--- config.mk ---
export PLATFORM = sky130hd
export DESIGN_NAME = reservation_station
export DESIGN_NICKNAME = d
export VERILOG_FILES = /design/src/rtl/reservation_station.sv
export SDC_FILE = /design/constraint.sdc
export NUM_CORES = 2
export LEC_CHECK = 0
export ABC_CLOCK_PERIOD_IN_PS = 13300
export CORE_MARGIN = 2
export CORE_UTILIZATION = 65
export DETAILED_ROUTE_END_ITERATION = 8
export HOLD_SLACK_MARGIN = 0.02
export PLACE_DENSITY_LB_ADDON = 0.2
export SLEW_MARGIN = 20
export SYNTH_ARGS = -nofsm -noshare
export SYNTH_HDL_FRONTEND = slang
export SYNTH_SLANG_ARGS = --single-unit
--- constraint.sdc ---
create_clock -name clk -period 13.3 [get_ports clk]
set_input_delay 1.33 -clock clk [delete_from_list [all_inputs] [get_ports clk]]
set_output_delay 1.33 -clock clk [all_outputs]
set_load 0.01 [all_outputs]
--- src/rtl/reservation_station.sv ---
`default_nettype none
// ============================================================================
// reservation_station
//   ALU-class issue buffer: operand wakeup from ALU/LSB result buses and
//   lowest-index dispatch, one per cycle. Optional macro: RS_BYPASS_EN.
//   Revision: 1.0
// ============================================================================
module reservation_station #(
  parameter int RS_SIZE = 8,
  parameter int ROB_W   = 3
) (
  input  logic             clk,
  input  logic             rst,
  input  logic             rdy,
  input  logic             clear,
  input  logic             iss_valid,
  input  logic [6:0]       iss_type,
  input  logic [3:0]       iss_funct,
  input  logic [31:0]      iss_vj,
  input  logic [31:0]      iss_vk,
  input  logic [ROB_W-1:0] iss_qj,
  input  logic [ROB_W-1:0] iss_qk,
  input  logic             iss_rj,
  input  logic             iss_rk,
  input  logic [ROB_W-1:0] iss_rob_id,
  input  logic [31:0]      iss_imm,
  input  logic [31:0]      iss_pc,
  input  logic             alu_ready,
  input  logic [ROB_W-1:0] alu_rob_id,
  input  logic [31:0]      alu_value,
  input  logic             lsb_ready,
  input  logic [ROB_W-1:0] lsb_rob_id,
  input  logic [31:0]      lsb_value,
  output logic             rs_full,
  output logic             ex_valid,
  output logic [6:0]       ex_type,
  output logic [3:0]       ex_funct,
  output logic [31:0]      ex_a,
  output logic [31:0]      ex_b,
  output logic [31:0]      ex_imm,
  output logic [31:0]      ex_pc,
  output logic [ROB_W-1:0] ex_rob_id
);

  localparam int C_SLOT_W = $clog2(RS_SIZE);

  logic [RS_SIZE-1:0] busy_q, busy_d;
  logic [RS_SIZE-1:0] rj_q, rk_q;
  logic [RS_SIZE-1:0] ready_vec;
  logic [6:0]         type_q  [RS_SIZE];
  logic [3:0]         funct_q [RS_SIZE];
  logic [31:0]        vj_q    [RS_SIZE];
  logic [31:0]        vk_q    [RS_SIZE];
  logic [ROB_W-1:0]   qj_q    [RS_SIZE];
  logic [ROB_W-1:0]   qk_q    [RS_SIZE];
  logic [31:0]        imm_q   [RS_SIZE];
  logic [31:0]        pc_q    [RS_SIZE];
  logic [ROB_W-1:0]   rob_q   [RS_SIZE];

  logic                ex_valid_q;
  logic [6:0]          ex_type_q;
  logic [3:0]          ex_funct_q;
  logic [31:0]         ex_a_q, ex_b_q, ex_imm_q, ex_pc_q;
  logic [ROB_W-1:0]    ex_rob_q;

  logic [C_SLOT_W-1:0] iss_slot_d, disp_slot_d;
  logic                do_issue_d, any_ready_d;
  logic [31:0]         new_vj_d, new_vk_d;
  logic                new_rj_d, new_rk_d;

  assign ready_vec   = busy_q & rj_q & rk_q;
  assign any_ready_d = |ready_vec;
  // Occupancy after the last edge only; a slot freed this cycle is not offered.
  assign rs_full     = &busy_q;
  assign do_issue_d  = iss_valid & ~rs_full;

  always_comb begin
    iss_slot_d  = '0;
    disp_slot_d = '0;
    for (int i = RS_SIZE - 1; i >= 0; i--) begin
      if (!busy_q[i])   iss_slot_d  = C_SLOT_W'(i);
      if (ready_vec[i]) disp_slot_d = C_SLOT_W'(i);
    end
  end

  always_comb begin
    busy_d = busy_q;
    if (do_issue_d)  busy_d[iss_slot_d]  = 1'b1;
    if (any_ready_d) busy_d[disp_slot_d] = 1'b0;
  end

  always_comb begin
    new_vj_d = iss_vj;
    new_rj_d = iss_rj;
    new_vk_d = iss_vk;
    new_rk_d = iss_rk;
`ifdef RS_BYPASS_EN
    // Catch a result broadcast in the issue cycle; ALU bus has priority.
    if (!iss_rj) begin
      if (alu_ready && alu_rob_id == iss_qj) begin
        new_vj_d = alu_value;
        new_rj_d = 1'b1;
      end else if (lsb_ready && lsb_rob_id == iss_qj) begin
        new_vj_d = lsb_value;
        new_rj_d = 1'b1;
      end
    end
    if (!iss_rk) begin
      if (alu_ready && alu_rob_id == iss_qk) begin
        new_vk_d = alu_value;
        new_rk_d = 1'b1;
      end else if (lsb_ready && lsb_rob_id == iss_qk) begin
        new_vk_d = lsb_value;
        new_rk_d = 1'b1;
      end
    end
`endif
  end

  // Entry payload carries no reset; busy_q alone qualifies every field.
  always_ff @(posedge clk) begin
    if (!rst && rdy && !clear) begin
      for (int i = 0; i < RS_SIZE; i++) begin
        if (busy_q[i] && !rj_q[i]) begin
          if (alu_ready && alu_rob_id == qj_q[i]) begin
            vj_q[i] <= alu_value;
            rj_q[i] <= 1'b1;
          end else if (lsb_ready && lsb_rob_id == qj_q[i]) begin
            vj_q[i] <= lsb_value;
            rj_q[i] <= 1'b1;
          end
        end
        if (busy_q[i] && !rk_q[i]) begin
          if (alu_ready && alu_rob_id == qk_q[i]) begin
            vk_q[i] <= alu_value;
            rk_q[i] <= 1'b1;
          end else if (lsb_ready && lsb_rob_id == qk_q[i]) begin
            vk_q[i] <= lsb_value;
            rk_q[i] <= 1'b1;
          end
        end
      end
      if (do_issue_d) begin
        type_q[iss_slot_d]  <= iss_type;
        funct_q[iss_slot_d] <= iss_funct;
        vj_q[iss_slot_d]    <= new_vj_d;
        vk_q[iss_slot_d]    <= new_vk_d;
        qj_q[iss_slot_d]    <= iss_qj;
        qk_q[iss_slot_d]    <= iss_qk;
        rj_q[iss_slot_d]    <= new_rj_d;
        rk_q[iss_slot_d]    <= new_rk_d;
        imm_q[iss_slot_d]   <= iss_imm;
        pc_q[iss_slot_d]    <= iss_pc;
        rob_q[iss_slot_d]   <= iss_rob_id;
      end
    end
  end

  always_ff @(posedge clk) begin
    if (rst) begin
      busy_q     <= '0;
      ex_valid_q <= 1'b0;
      ex_type_q  <= '0;
      ex_funct_q <= '0;
      ex_a_q     <= '0;
      ex_b_q     <= '0;
      ex_imm_q   <= '0;
      ex_pc_q    <= '0;
      ex_rob_q   <= '0;
    end else if (rdy) begin
      if (clear) begin
        busy_q     <= '0;
        ex_valid_q <= 1'b0;
      end else begin
        busy_q     <= busy_d;
        ex_valid_q <= any_ready_d;
        if (any_ready_d) begin
          ex_type_q  <= type_q[disp_slot_d];
          ex_funct_q <= funct_q[disp_slot_d];
          ex_a_q     <= vj_q[disp_slot_d];
          ex_b_q     <= vk_q[disp_slot_d];
          ex_imm_q   <= imm_q[disp_slot_d];
          ex_pc_q    <= pc_q[disp_slot_d];
          ex_rob_q   <= rob_q[disp_slot_d];
        end
      end
    end
  end

  assign ex_valid  = ex_valid_q;
  assign ex_type   = ex_type_q;
  assign ex_funct  = ex_funct_q;
  assign ex_a      = ex_a_q;
  assign ex_b      = ex_b_q;
  assign ex_imm    = ex_imm_q;
  assign ex_pc     = ex_pc_q;
  assign ex_rob_id = ex_rob_q;

endmodule
`default_nettype wire

==> out/qor.yml <==
clock_tree:
  cts.path.max_buffers: 3
  clkSinkCount: 1351
  cts.reportedPaths.clkPinSlew_ns: 0.06
  cts_tree: "yes"
  post-cts-setup-buffer-count: 0
  post_cts_resized: 0
  cts_root_buffer: "clkbuf_16"
  htree_num_levels: 4
  clk_latency_ns: 0.76
  cts_hold_buf: 0
  numCtsBuffers: 140
setup_path:
  worstSetupStartpoint: "clear"
  crit_path_end_kind: "flop"
  timing.rr.start: "rk_q[6]$_DFFE_PP_"
  worstSetupPathType: "primary input to flop"
  start_kind: "primary input"
  crit_required_ns: 13.76
  cp.arrival_ns: 5.80
  crit_path_max_fanout: 83
floorplanning:
  die_w_um: 315.3
  start_util: 0.6534
  core_um2: 96420
  dieArea_um2: 99430
  die_h_um: 315.3
  num_rows: 114
  ios: 371
synth:
  synth.distinct_cells: 63
  muxShareOfSynthArea: 0.08152
  synth.cell_area_um2: 63000
  yosys_warnings: 0
  syn_area_per_cell_um2: 12.38
  netlist_top_cells_area: "edfxtp_1 (57%), mux2i_1 (8.1%), dfxtp_1 (4.8%)"
  ys_ff_latch: 1351
  yosysTopAreaCell: "edfxtp_1"
  syn_nets: 5318
  synth-edff-count: 1200
  synth_top_cell_area_share: 0.5720
  synth_compound_area_frac: 0.1670
  yosys.area_share.simple: 0.07626
  synth_fa_ha_area_frac: 0
  seq_area_frac_synth: 0.6199
  yosys_most_used_dff: "edfxtp_1"
  synthArstFlopShare: 0
  synth_top_family_by_area: "compound AO/OA/AOI/OAI gates"
  syn_inst: 5091
  synthXorXnorAreaFrac: 0.01335
global_route:
  overflow: 0
  grt_pass1_wl_um: 285600
  grt_usage: 0.3883
  grt_pass1_vias: 45460
  antenna_found_initial: 28
  grt_max_degree: 187
placed_design:
  port_buffers: 370
  gp_congestion: 0.8856
  dp_hpwl_um: 103200
  dpl.cell_count: 6274
  postPlaceCellArea_um2: 66740
timing:
  setup_viol: 0
  max_slew_margin: 0.2308
  finalCritPeriodShare: 0.4017
  finClkSkew_ns: 0.02966
  period_minus_slack_ns: 5.343
  timing.fmax_mhz: 187.2
  tns_ns: 0
  hold_violations: 0
  worstMarginPinSlew_ns: 1.154
  rsz0062_at_grt: "false"
  report.final.slew_viol_count: 0
detailed_routing:
  wirelength_um: 194700
  routedWlPerCell_um: 29.73
  drcViolationCount: 0
  vias: 45880
  first_iter_violations: 6441
  ant_nets: 0
  dr.pass1.iters: 6
  viasPerCell: 7.006
power:
  ir_drop_uv: 161.1
  powerDensity_nw_per_um2: 125.1
  leakagePower_nw: 25.18
flow_run:
  maxCapViolCount: 0
hold_path:
  min_path_type: "flop to flop"
  hold_start: "ex_imm[17]$_SDFFE_PP0P_"
cells_and_area:
  drive_above_1_share: 0.09385
  finalNonFillerCells: 6548
  final_core_util: 0.7401
  final_area_um2: 71360
  area_growth_pct: 13.26
  nets: 5368
status:
  outcome: "completed"
[where the power goes]
part           total (W)  internal [W]  leakage [nW]  switching (W)
combinational   0.000369      0.000143          10.9       0.000227
clock            0.00392       0.00228          2.24        0.00164
sequential       0.00464       0.00463          12.0     0.00000759
total            0.00893       0.00705          25.2        0.00187
[worst max-delay path, cell delays in order]
cell             delay (ns)
clkdlybuf4s50_1        0.57
nand2b_4               0.22
nand2b_4               0.46
inv_2                  0.68
and2_4                 0.64
buf_4                  0.91
buf_4                  0.70
o21ai_1                0.17
[layout by cell type, fill, tap and decap left out, types with 143 or more instances in the layout]
cell,count
a21oi_1,217
a221oi_1,163
a22oi_1,143
clkbuf_16,143
clkdlybuf4s50_1,370
dfxtp_1,151
edfxtp_1,1200
mux2i_1,512
nand2_1,627
nand3_1,154
nor2_1,222
o21ai_0,144
o21ai_1,323
[cell families after synthesis]
| family | count (synthesis) |
|---|---|
| xor+xnor | 96 |
| mux | 513 |
| compound gates | 1433 |
| buf+inv | 569 |
| simple gates | 1129 |
| flops | 1351 |
[cells in the mapped netlist (all sizes together) (18+ instances only)]
master	instances
a21o	142
nand4	25
nand3	166
nor3	18
xor2	22
nor2	237
clkbuf	320
buf	233
a32o	141
o21ai	467
dfxtp	151
nand2	640
mux2i	512
a221oi	283
edfxtp	1200
a22oi	143
xnor2	74
a21oi	224
[worst paths after layout]
check | end | slack (ns) | cells after the start
hold reg to reg | ex_imm[17]$_SDFFE_PP0P_ | 0.47 | 1
setup reg to reg | ex_imm[31]$_SDFFE_PP0P_ | 8.21 | 9
setup / recovery | vj_q[3][14]$_DFFE_PP_ | 7.96 | 8
hold / removal | ex_imm[17]$_SDFFE_PP0P_ | 0.47 | 1
[cell type report]
type | count | area, um^2
sequential | 1351 | 39060
inverter | 16 | 67.56
multi-input combinational | 3171 | 21610
tap | 1276 | 1597
clock buffer | 184 | 3872
fill | 6274 | 25060
timing repair buffer | 461 | 4432
clock inverter | 70 | 673.1
antenna | 19 | 47.55
[flip-flops by register name (all words and copies together), names as in the netlist]
register and cells:
busy_q 8, ex_a 32, ex_b 32, ex_funct 4, ex_imm 32, ex_pc 32, ex_rob_id 3, ex_type 7
ex_valid 1, funct_q 32, imm_q 256, pc_q 256, qj_q 24, qk_q 24, rj_q 8, rk_q 8
rob_q 24, type_q 56, vj_q 256, vk_q 256
[metrics by stage]
stage	hold slack (ns)	power, W	worst slack (ns)
after floorplan	0.5104	0.004917	8.003
after global placement	0.4477	0.005072	7.361
after detailed placement	0.4546	0.005085	7.341
after CTS	0.4706	0.008919	8.092
after global routing	0.4800	0.009124	7.794
final	0.4656	0.008926	7.957
[layer usage]
metal  up-vias  part of all wire  track usage
met5         -           0.00092            0
met4        26             0.053       0.2099
met3       642              0.12      0.08822
met2      3271              0.48       0.6322
met1     22420              0.35       0.4866
li1      19520                 -            -
Note: power is estimated with default switching activity, not from simulation.
